===== src/rtl/gonso_seq_ctrl_if.sv =====
// gonso_seq_ctrl_if: register-block, memory-port and datapath signals of the colour sequencer.
// Latency: none (wiring only); timing is owned by gonso_seq_ctrl.
// Backpressure: none; optional abort/aborted members exist only when GONSO_SEQ_ABORT_EN is defined.
interface gonso_seq_ctrl_if #(
    parameter int AW = 6,
    parameter int DW = 8
);
    // register block side
    logic          start;
    logic [3:0]    w_count;
    logic [AW-1:0] w_first;
    logic [AW-1:0] w_last;
    logic          progress;
    logic          done;
    logic [9:0]    words_done;
    // memory port
    logic          cs_n;
    logic          we_n;
    logic [AW-1:0] addr;
    logic [DW-1:0] wdata;
    logic [DW-1:0] rdata;
    // datapath
    logic [DW-1:0] dp_color_in;
    logic [DW-1:0] dp_color_out;
`ifdef GONSO_SEQ_ABORT_EN
    logic          abort;
    logic          aborted;
`endif

    // sequencer view
    modport master (
        input  start, w_count, w_first, w_last, rdata, dp_color_out,
        output progress, done, words_done, cs_n, we_n, addr, wdata, dp_color_in
`ifdef GONSO_SEQ_ABORT_EN
        , input abort
        , output aborted
`endif
    );

    // register block / memory / datapath view
    modport slave (
        output start, w_count, w_first, w_last, rdata, dp_color_out,
        input  progress, done, words_done, cs_n, we_n, addr, wdata, dp_color_in
`ifdef GONSO_SEQ_ABORT_EN
        , output abort
        , input  aborted
`endif
    );
endinterface


===== src/rtl/gonso_seq_ctrl.sv =====
// gonso_seq_ctrl: walks words w_first..w_last (wrapping mod 64) for w_count passes, read -> datapath -> write back.
// Latency: 3+DP_LATENCY clocks per word (RD, CAP, DP_LATENCY x PROC, WR), plus one DONE clock per sequence.
// Backpressure: none, memory and datapath are fixed-timing; GONSO_SEQ_ABORT_EN adds an abort input that ends the sequence early.
module gonso_seq_ctrl #(
    parameter int DP_LATENCY = 2,   // legal range 1..15
    parameter int AW         = 6,
    parameter int DW         = 8
) (
    input logic              clk,
    input logic              rst,
    gonso_seq_ctrl_if.master bus
);

    typedef enum logic [2:0] {
        IDLE = 3'd0,
        RD   = 3'd1,
        CAP  = 3'd2,
        PROC = 3'd3,
        WR   = 3'd4,
        DONE = 3'd5
    } state_t;

    state_t        state;
    logic [AW-1:0] cur;        // word currently being processed
    logic [AW-1:0] first_q;    // configuration latched at accepted start
    logic [AW-1:0] last_q;
    logic [3:0]    count_q;
    logic [3:0]    pass_q;     // passes completed so far
    logic [3:0]    lat_cnt;    // datapath latency countdown
    logic [DW-1:0] dp_res;
    logic          abort_req;

    assign dp_res = bus.dp_color_out;

`ifdef GONSO_SEQ_ABORT_EN
    assign abort_req = bus.abort;
`else
    assign abort_req = 1'b0;
`endif

    // Sequencer FSM; every output is registered and set on entry to the state that owns it.
    always_ff @(posedge clk) begin
        if (rst) begin
            state           <= IDLE;
            cur             <= '0;
            first_q         <= '0;
            last_q          <= '0;
            count_q         <= '0;
            pass_q          <= '0;
            lat_cnt         <= '0;
            bus.progress    <= 1'b0;
            bus.done        <= 1'b0;
            bus.words_done  <= '0;
            bus.cs_n        <= 1'b1;
            bus.we_n        <= 1'b1;
            bus.addr        <= '0;
            bus.wdata       <= '0;
            bus.dp_color_in <= '0;
        end else begin
            bus.done <= 1'b0;
            case (state)
                IDLE: begin
                    if (bus.start) begin
                        first_q        <= bus.w_first;
                        last_q         <= bus.w_last;
                        count_q        <= bus.w_count;
                        cur            <= bus.w_first;
                        pass_q         <= '0;
                        bus.words_done <= '0;
                        bus.progress   <= 1'b1;
                        if (bus.w_count == 4'd0) begin
                            // zero passes: no memory traffic at all
                            state    <= DONE;
                            bus.done <= 1'b1;
                        end else begin
                            state    <= RD;
                            bus.cs_n <= 1'b0;
                            bus.we_n <= 1'b1;
                            bus.addr <= bus.w_first;
                        end
                    end
                end

                RD: begin
                    // the read select is on the bus during this cycle; data returns in CAP
                    bus.cs_n <= 1'b1;
                    if (abort_req) begin
                        state    <= DONE;
                        bus.done <= 1'b1;
                    end else begin
                        state <= CAP;
                    end
                end

                CAP: begin
                    if (abort_req) begin
                        state    <= DONE;
                        bus.done <= 1'b1;
                    end else begin
                        bus.dp_color_in <= bus.rdata;
                        lat_cnt         <= 4'(DP_LATENCY - 1);
                        state           <= PROC;
                    end
                end

                PROC: begin
                    if (abort_req) begin
                        // in-flight word is dropped, never written
                        state    <= DONE;
                        bus.done <= 1'b1;
                    end else if (lat_cnt == 4'd0) begin
                        bus.wdata <= dp_res;
                        bus.cs_n  <= 1'b0;
                        bus.we_n  <= 1'b0;
                        state     <= WR;
                    end else begin
                        lat_cnt <= lat_cnt - 4'd1;
                    end
                end

                WR: begin
                    // the write strobe is on the bus this cycle, so it always completes
                    if (bus.words_done != 10'd1023) begin
                        bus.words_done <= bus.words_done + 10'd1;
                    end
                    bus.we_n <= 1'b1;
                    if (abort_req) begin
                        bus.cs_n <= 1'b1;
                        bus.done <= 1'b1;
                        state    <= DONE;
                    end else if (cur == last_q) begin
                        if (pass_q + 4'd1 == count_q) begin
                            bus.cs_n <= 1'b1;
                            bus.done <= 1'b1;
                            state    <= DONE;
                        end else begin
                            pass_q   <= pass_q + 4'd1;
                            cur      <= first_q;
                            bus.addr <= first_q;
                            bus.cs_n <= 1'b0;
                            state    <= RD;
                        end
                    end else begin
                        // address width gives the mod-64 wrap for w_last < w_first
                        cur      <= cur + 1'b1;
                        bus.addr <= cur + 1'b1;
                        bus.cs_n <= 1'b0;
                        state    <= RD;
                    end
                end

                DONE: begin
                    bus.progress <= 1'b0;
                    state        <= IDLE;
                end

                default: begin
                    bus.progress <= 1'b0;
                    bus.cs_n     <= 1'b1;
                    bus.we_n     <= 1'b1;
                    state        <= IDLE;
                end
            endcase
        end
    end

`ifdef GONSO_SEQ_ABORT_EN
    // Sticky abort flag: rises together with done on an abort, cleared by the next accepted start.
    always_ff @(posedge clk) begin
        if (rst) begin
            bus.aborted <= 1'b0;
        end else if (state == IDLE && bus.start) begin
            bus.aborted <= 1'b0;
        end else if (bus.abort && (state == RD || state == CAP || state == PROC || state == WR)) begin
            bus.aborted <= 1'b1;
        end
    end
`endif

endmodule


===== src/flat_wrapper.sv =====
// flat-port wrapper written by rule: the top's interface ports become plain ports
module gonso_seq_ctrl_flat 
#(
    parameter int DP_LATENCY = 2,                       
    parameter int AW         = 6,
    parameter int DW         = 8
)
  (clk, rst, bus_start, bus_w_count, bus_w_first, bus_w_last, bus_rdata, bus_dp_color_out, bus_progress, bus_done, bus_words_done, bus_cs_n, bus_we_n, bus_addr, bus_wdata, bus_dp_color_in);
  gonso_seq_ctrl_if #(.AW(AW), .DW(DW)) bus_i ();
  input logic clk;
  input logic rst;
  input wire logic [$bits(bus_i.start)-1:0] bus_start;
  input wire logic [$bits(bus_i.w_count)-1:0] bus_w_count;
  input wire logic [$bits(bus_i.w_first)-1:0] bus_w_first;
  input wire logic [$bits(bus_i.w_last)-1:0] bus_w_last;
  input wire logic [$bits(bus_i.rdata)-1:0] bus_rdata;
  input wire logic [$bits(bus_i.dp_color_out)-1:0] bus_dp_color_out;
  output wire logic [$bits(bus_i.progress)-1:0] bus_progress;
  output wire logic [$bits(bus_i.done)-1:0] bus_done;
  output wire logic [$bits(bus_i.words_done)-1:0] bus_words_done;
  output wire logic [$bits(bus_i.cs_n)-1:0] bus_cs_n;
  output wire logic [$bits(bus_i.we_n)-1:0] bus_we_n;
  output wire logic [$bits(bus_i.addr)-1:0] bus_addr;
  output wire logic [$bits(bus_i.wdata)-1:0] bus_wdata;
  output wire logic [$bits(bus_i.dp_color_in)-1:0] bus_dp_color_in;
  assign bus_i.start = bus_start;
  assign bus_i.w_count = bus_w_count;
  assign bus_i.w_first = bus_w_first;
  assign bus_i.w_last = bus_w_last;
  assign bus_i.rdata = bus_rdata;
  assign bus_i.dp_color_out = bus_dp_color_out;
  assign bus_progress = bus_i.progress;
  assign bus_done = bus_i.done;
  assign bus_words_done = bus_i.words_done;
  assign bus_cs_n = bus_i.cs_n;
  assign bus_we_n = bus_i.we_n;
  assign bus_addr = bus_i.addr;
  assign bus_wdata = bus_i.wdata;
  assign bus_dp_color_in = bus_i.dp_color_in;
  gonso_seq_ctrl #(.DP_LATENCY(DP_LATENCY), .AW(AW), .DW(DW)) u_core (.clk(clk), .rst(rst), .bus(bus_i));
endmodule

===== config.mk =====
export PLATFORM = sky130hd
export DESIGN_NAME = gonso_seq_ctrl_flat
export DESIGN_NICKNAME = d
export VERILOG_FILES = /design/src/rtl/gonso_seq_ctrl_if.sv /design/src/rtl/gonso_seq_ctrl.sv /design/src/flat_wrapper.sv
export SDC_FILE = /design/constraint.sdc
export NUM_CORES = 1
export LEC_CHECK = 0
export CORE_ASPECT_RATIO = 0.75
export CORE_MARGIN = 5
export CORE_UTILIZATION = 56
export CTS_BUF_LIST = sky130_fd_sc_hd__clkbuf_4
export CTS_CLUSTER_DIAMETER = 30
export DETAILED_ROUTE_END_ITERATION = 6
export GPL_TIMING_DRIVEN = 0
export PLACE_DENSITY_LB_ADDON = 0.12
export RECOVER_POWER = 50
export SETUP_SLACK_MARGIN = 0.1
export SLEW_MARGIN = 15
export SYNTH_ARGS = -nofsm -noshare
export SYNTH_HDL_FRONTEND = slang
export SYNTH_SLANG_ARGS = --single-unit

===== constraint.sdc =====
create_clock -name clk -period 2.9 [get_ports clk]
set_input_delay 0.29 -clock clk [delete_from_list [all_inputs] [get_ports clk]]
set_output_delay 0.29 -clock clk [all_outputs]
set_load 0.005 [all_outputs]

==> reports/qor.yml <==
outcome:
  status: "finished clean"
cells_and_area:
  final_common_cell: "dfxtp_1"
  antenna_cells: 0
  drive_above_1_share_pct: 5.97
  most-common-layout-cells: "dfxtp_1 (69), nand2_1 (53), dlygate4sd3_1 (38)"
  area_delta_synth_final_pct: 28.4
  nNetsFinal: 488
clock_network:
  clockBufferDepth: 2
  clkSinkCount: 69
  numCtsBuffers: 9
  h-tree-depth: 3
  worstSkewPairLatency_ns: 0.41
  cts_repair_resize_count: 0
  ctsHoldBuffers: 0
  clk_pin_slew_ns: 0.10
  post_cts_buffers: 0
  cts_tree: "done"
  cts.root.buffer_cell: "clkbuf_4"
detailed_routing:
  first_pass_iters: 7
  vias: 2984
  drt_wl_total_um: 8030
  post_drt_wl_per_cell_um: 15.2
  drc: 0
  vias_per_cell: 5.66
  postRouteAntennaNets: 0
  drtIter0Drc: 221
die:
  initial_utilization_pct: 58.4
  die-area_sq_um: 7220
  rows: 23
  dieWidth_um: 96.5
  core_area_sq_um: 5380
  die_h_um: 74.9
  io_pins: 71
sta:
  rsz0062_at_grt: "no"
  skew_ns: 0.00775
  worst_pin_slew_ns: 1.06
  final.period_utilization_pct: 79.8
  layout_min_cycle_time_ns: 2.31
  hold_viol_final: 0
  final_max_slew_viol_count: 0
  fmax_ghz: 0.432
  setup_viol: 0
  finalSetupTns_ns: 0
  slew_headroom_pct: 29.1
  timing.hold.ws_ns: 0.426
power:
  ir_worst_vdd_uv: 337
  p_leak_nw: 1.64
  power.density_nw_per_um2: 480
setup_path:
  crit_path_cell_trace: "ha_1, xor2_1, nor4_4, a31oi_1, o21ai_0, a31oi_1"
  path_max_fanout: 9
  critPathKind: "register to register"
  crit_required_ns: 3.13
  cp_slowest_cell: "nor4_4"
  cp.buffers_inverters: 0
  startpoint_type: "register"
  cp_top_family: "compound AO/OA/AOI/OAI gates"
  reg2reg_slack_ns: 0.59
  crit_top_cell: "a31oi_1"
  arrival_ns: 2.55
  max_stage_delay_ns: 0.48
  critPathCaptureType: "register"
global_route:
  grt_pass1_vias: 2875
  grt_pass1_wl_um: 13300
  grt_max_degree: 11
  antenna_found_initial: 0
  track_usage_pct: 24.1
  grt.overflow.total: 0
synth:
  synth_nets: 407
  synth_ff_type: "dfxtp_1"
  ys_types: 45
  synthCells: 367
  avgSynthCellArea_sq_um: 8.56
  ys_seq_area_share_pct: 44.0
  ys_warn_count: 0
  synth_edf_count: 0
  ys_async_sr_fraction_pct: 0
  synth_seq_cells: 69
  syn_area_sq_um: 3140
place:
  io_buffers: 70
  place_hpwl_um: 6110
  place_congestion: 0.891
run:
  drv_cap: 0
worst_hold_path:
  hp-class: "primary input to register"
==> logic make-up (layout without fill, tap and decap cells) <==
family | count (synthesis) | after routing | share of synthesized area (%)
xor+xnor | 25 | 25 | 6.97
compound gates | 84 | 84 | 16.4
simple gates | 137 | 137 | 20.6
buf+inv | 26 | 111 | 3.19
fa+ha+maj | 5 | 5 | 1.99
flops | 69 | 69 | 44.0
mux | 21 | 21 | 6.85
==> sequential cells by signal, summed over array words and instances, names as in the netlist <==
register,cells
u_core.bus.addr,6
u_core.bus.cs_n,1
u_core.bus.done,1
u_core.bus.dp_color_in,8
u_core.bus.progress,1
u_core.bus.wdata,8
u_core.bus.we_n,1
u_core.bus.words_done,10
u_core.count_q,4
u_core.cur,6
u_core.first_q,6
u_core.last_q,6
u_core.lat_cnt,4
u_core.pass_q,4
u_core.state,3
==> report_power, final <==
part | switching, mW | internal (mW)
combinational | 0.213 | 0.174
clock | 0.310 | 0.196
sequential | 0.0436 | 1.00
==> cells in the mapped netlist (all sizes together) (3+ instances only) <==
library cell   n  area [sq um]
dfxtp         69          1380
xor2          16           140
a21oi         28           140
nand3          9          45.0
or2            3          18.8
nand2b         6          37.5
ha             5          62.6
nor3           9          45.0
a31oi         10          62.6
buf            5          21.3
a21o           4          31.3
xnor2          9          78.8
nor4           9          77.6
nand2         53           199
inv            8          30.0
mux2           4          45.0
mux2i         17           170
and3           3          20.0
nand4          4          25.0
o2bb2ai        3          26.3
o211ai         5          37.5
clkbuf        13          48.8
nor2          34           128
o21ai         19          95.1
==> layer usage <==
metal  global-route usage [%]  share of wire (%)  vias up
met5                        0                  0        -
li1                         -                  -     1459
met1                     32.2                 45     1382
met3                     6.99                9.7       17
met2                     36.0                 43      126
met4                     12.0                2.3        0
==> worst paths after layout <==
path	startpoint	end	cells past startpoint
worst min-delay path	bus_w_last[5]	u_core.last_q[5]$_SDFFE_PP0P_	3
worst min register to register	u_core.first_q[4]$_SDFFE_PP0P_	u_core.first_q[4]$_SDFFE_PP0P_	2
worst max register to register	u_core.pass_q[0]$_SDFFE_PP0P_	u_core.bus.addr[5]$_SDFFE_PP0P_	6
worst max-delay path	u_core.pass_q[0]$_SDFFE_PP0P_	u_core.bus.addr[5]$_SDFFE_PP0P_	6
==> tightest hold or removal path: cells and delay by family <==
kind / cells / cell delay, ns
buf+inv: 1 / 0.39
compound gates: 1 / 0.05
simple gates: 1 / 0.06
==> stage by stage <==
| stage | instances | total power [mW] | util (%) | worst slack, ns | area [sq um] |
|---|---|---|---|---|---|
| final | 527 | 1.94 | 75.0 | 0.585 | 4030 |
| after CTS | 527 | 1.96 | 75.1 | 0.613 | 4040 |
| after floorplan | 367 | 1.29 | - | 1.09 | 3140 |
| after global placement | 512 | 1.44 | 73.1 | 0.483 | 3940 |
| after global routing | 527 | 2.04 | 75.0 | 0.378 | 4030 |
| after detailed placement | 512 | 1.46 | 73.1 | 0.371 | 3940 |
==> cell type report <==
cell class                      count  area (sq um)
Sequential cell                    69          1380
Timing Repair Buffer               70           701
Buffer                             18          67.6
Fill cell                         453          1350
Multi-Input combinational cell    272          1660
Clock inverter                      3          13.8
Inverter                            8          30.0
Clock buffer                       12          90.1
Tap cell                           75          93.8
Power figures use the tool's default switching activity.
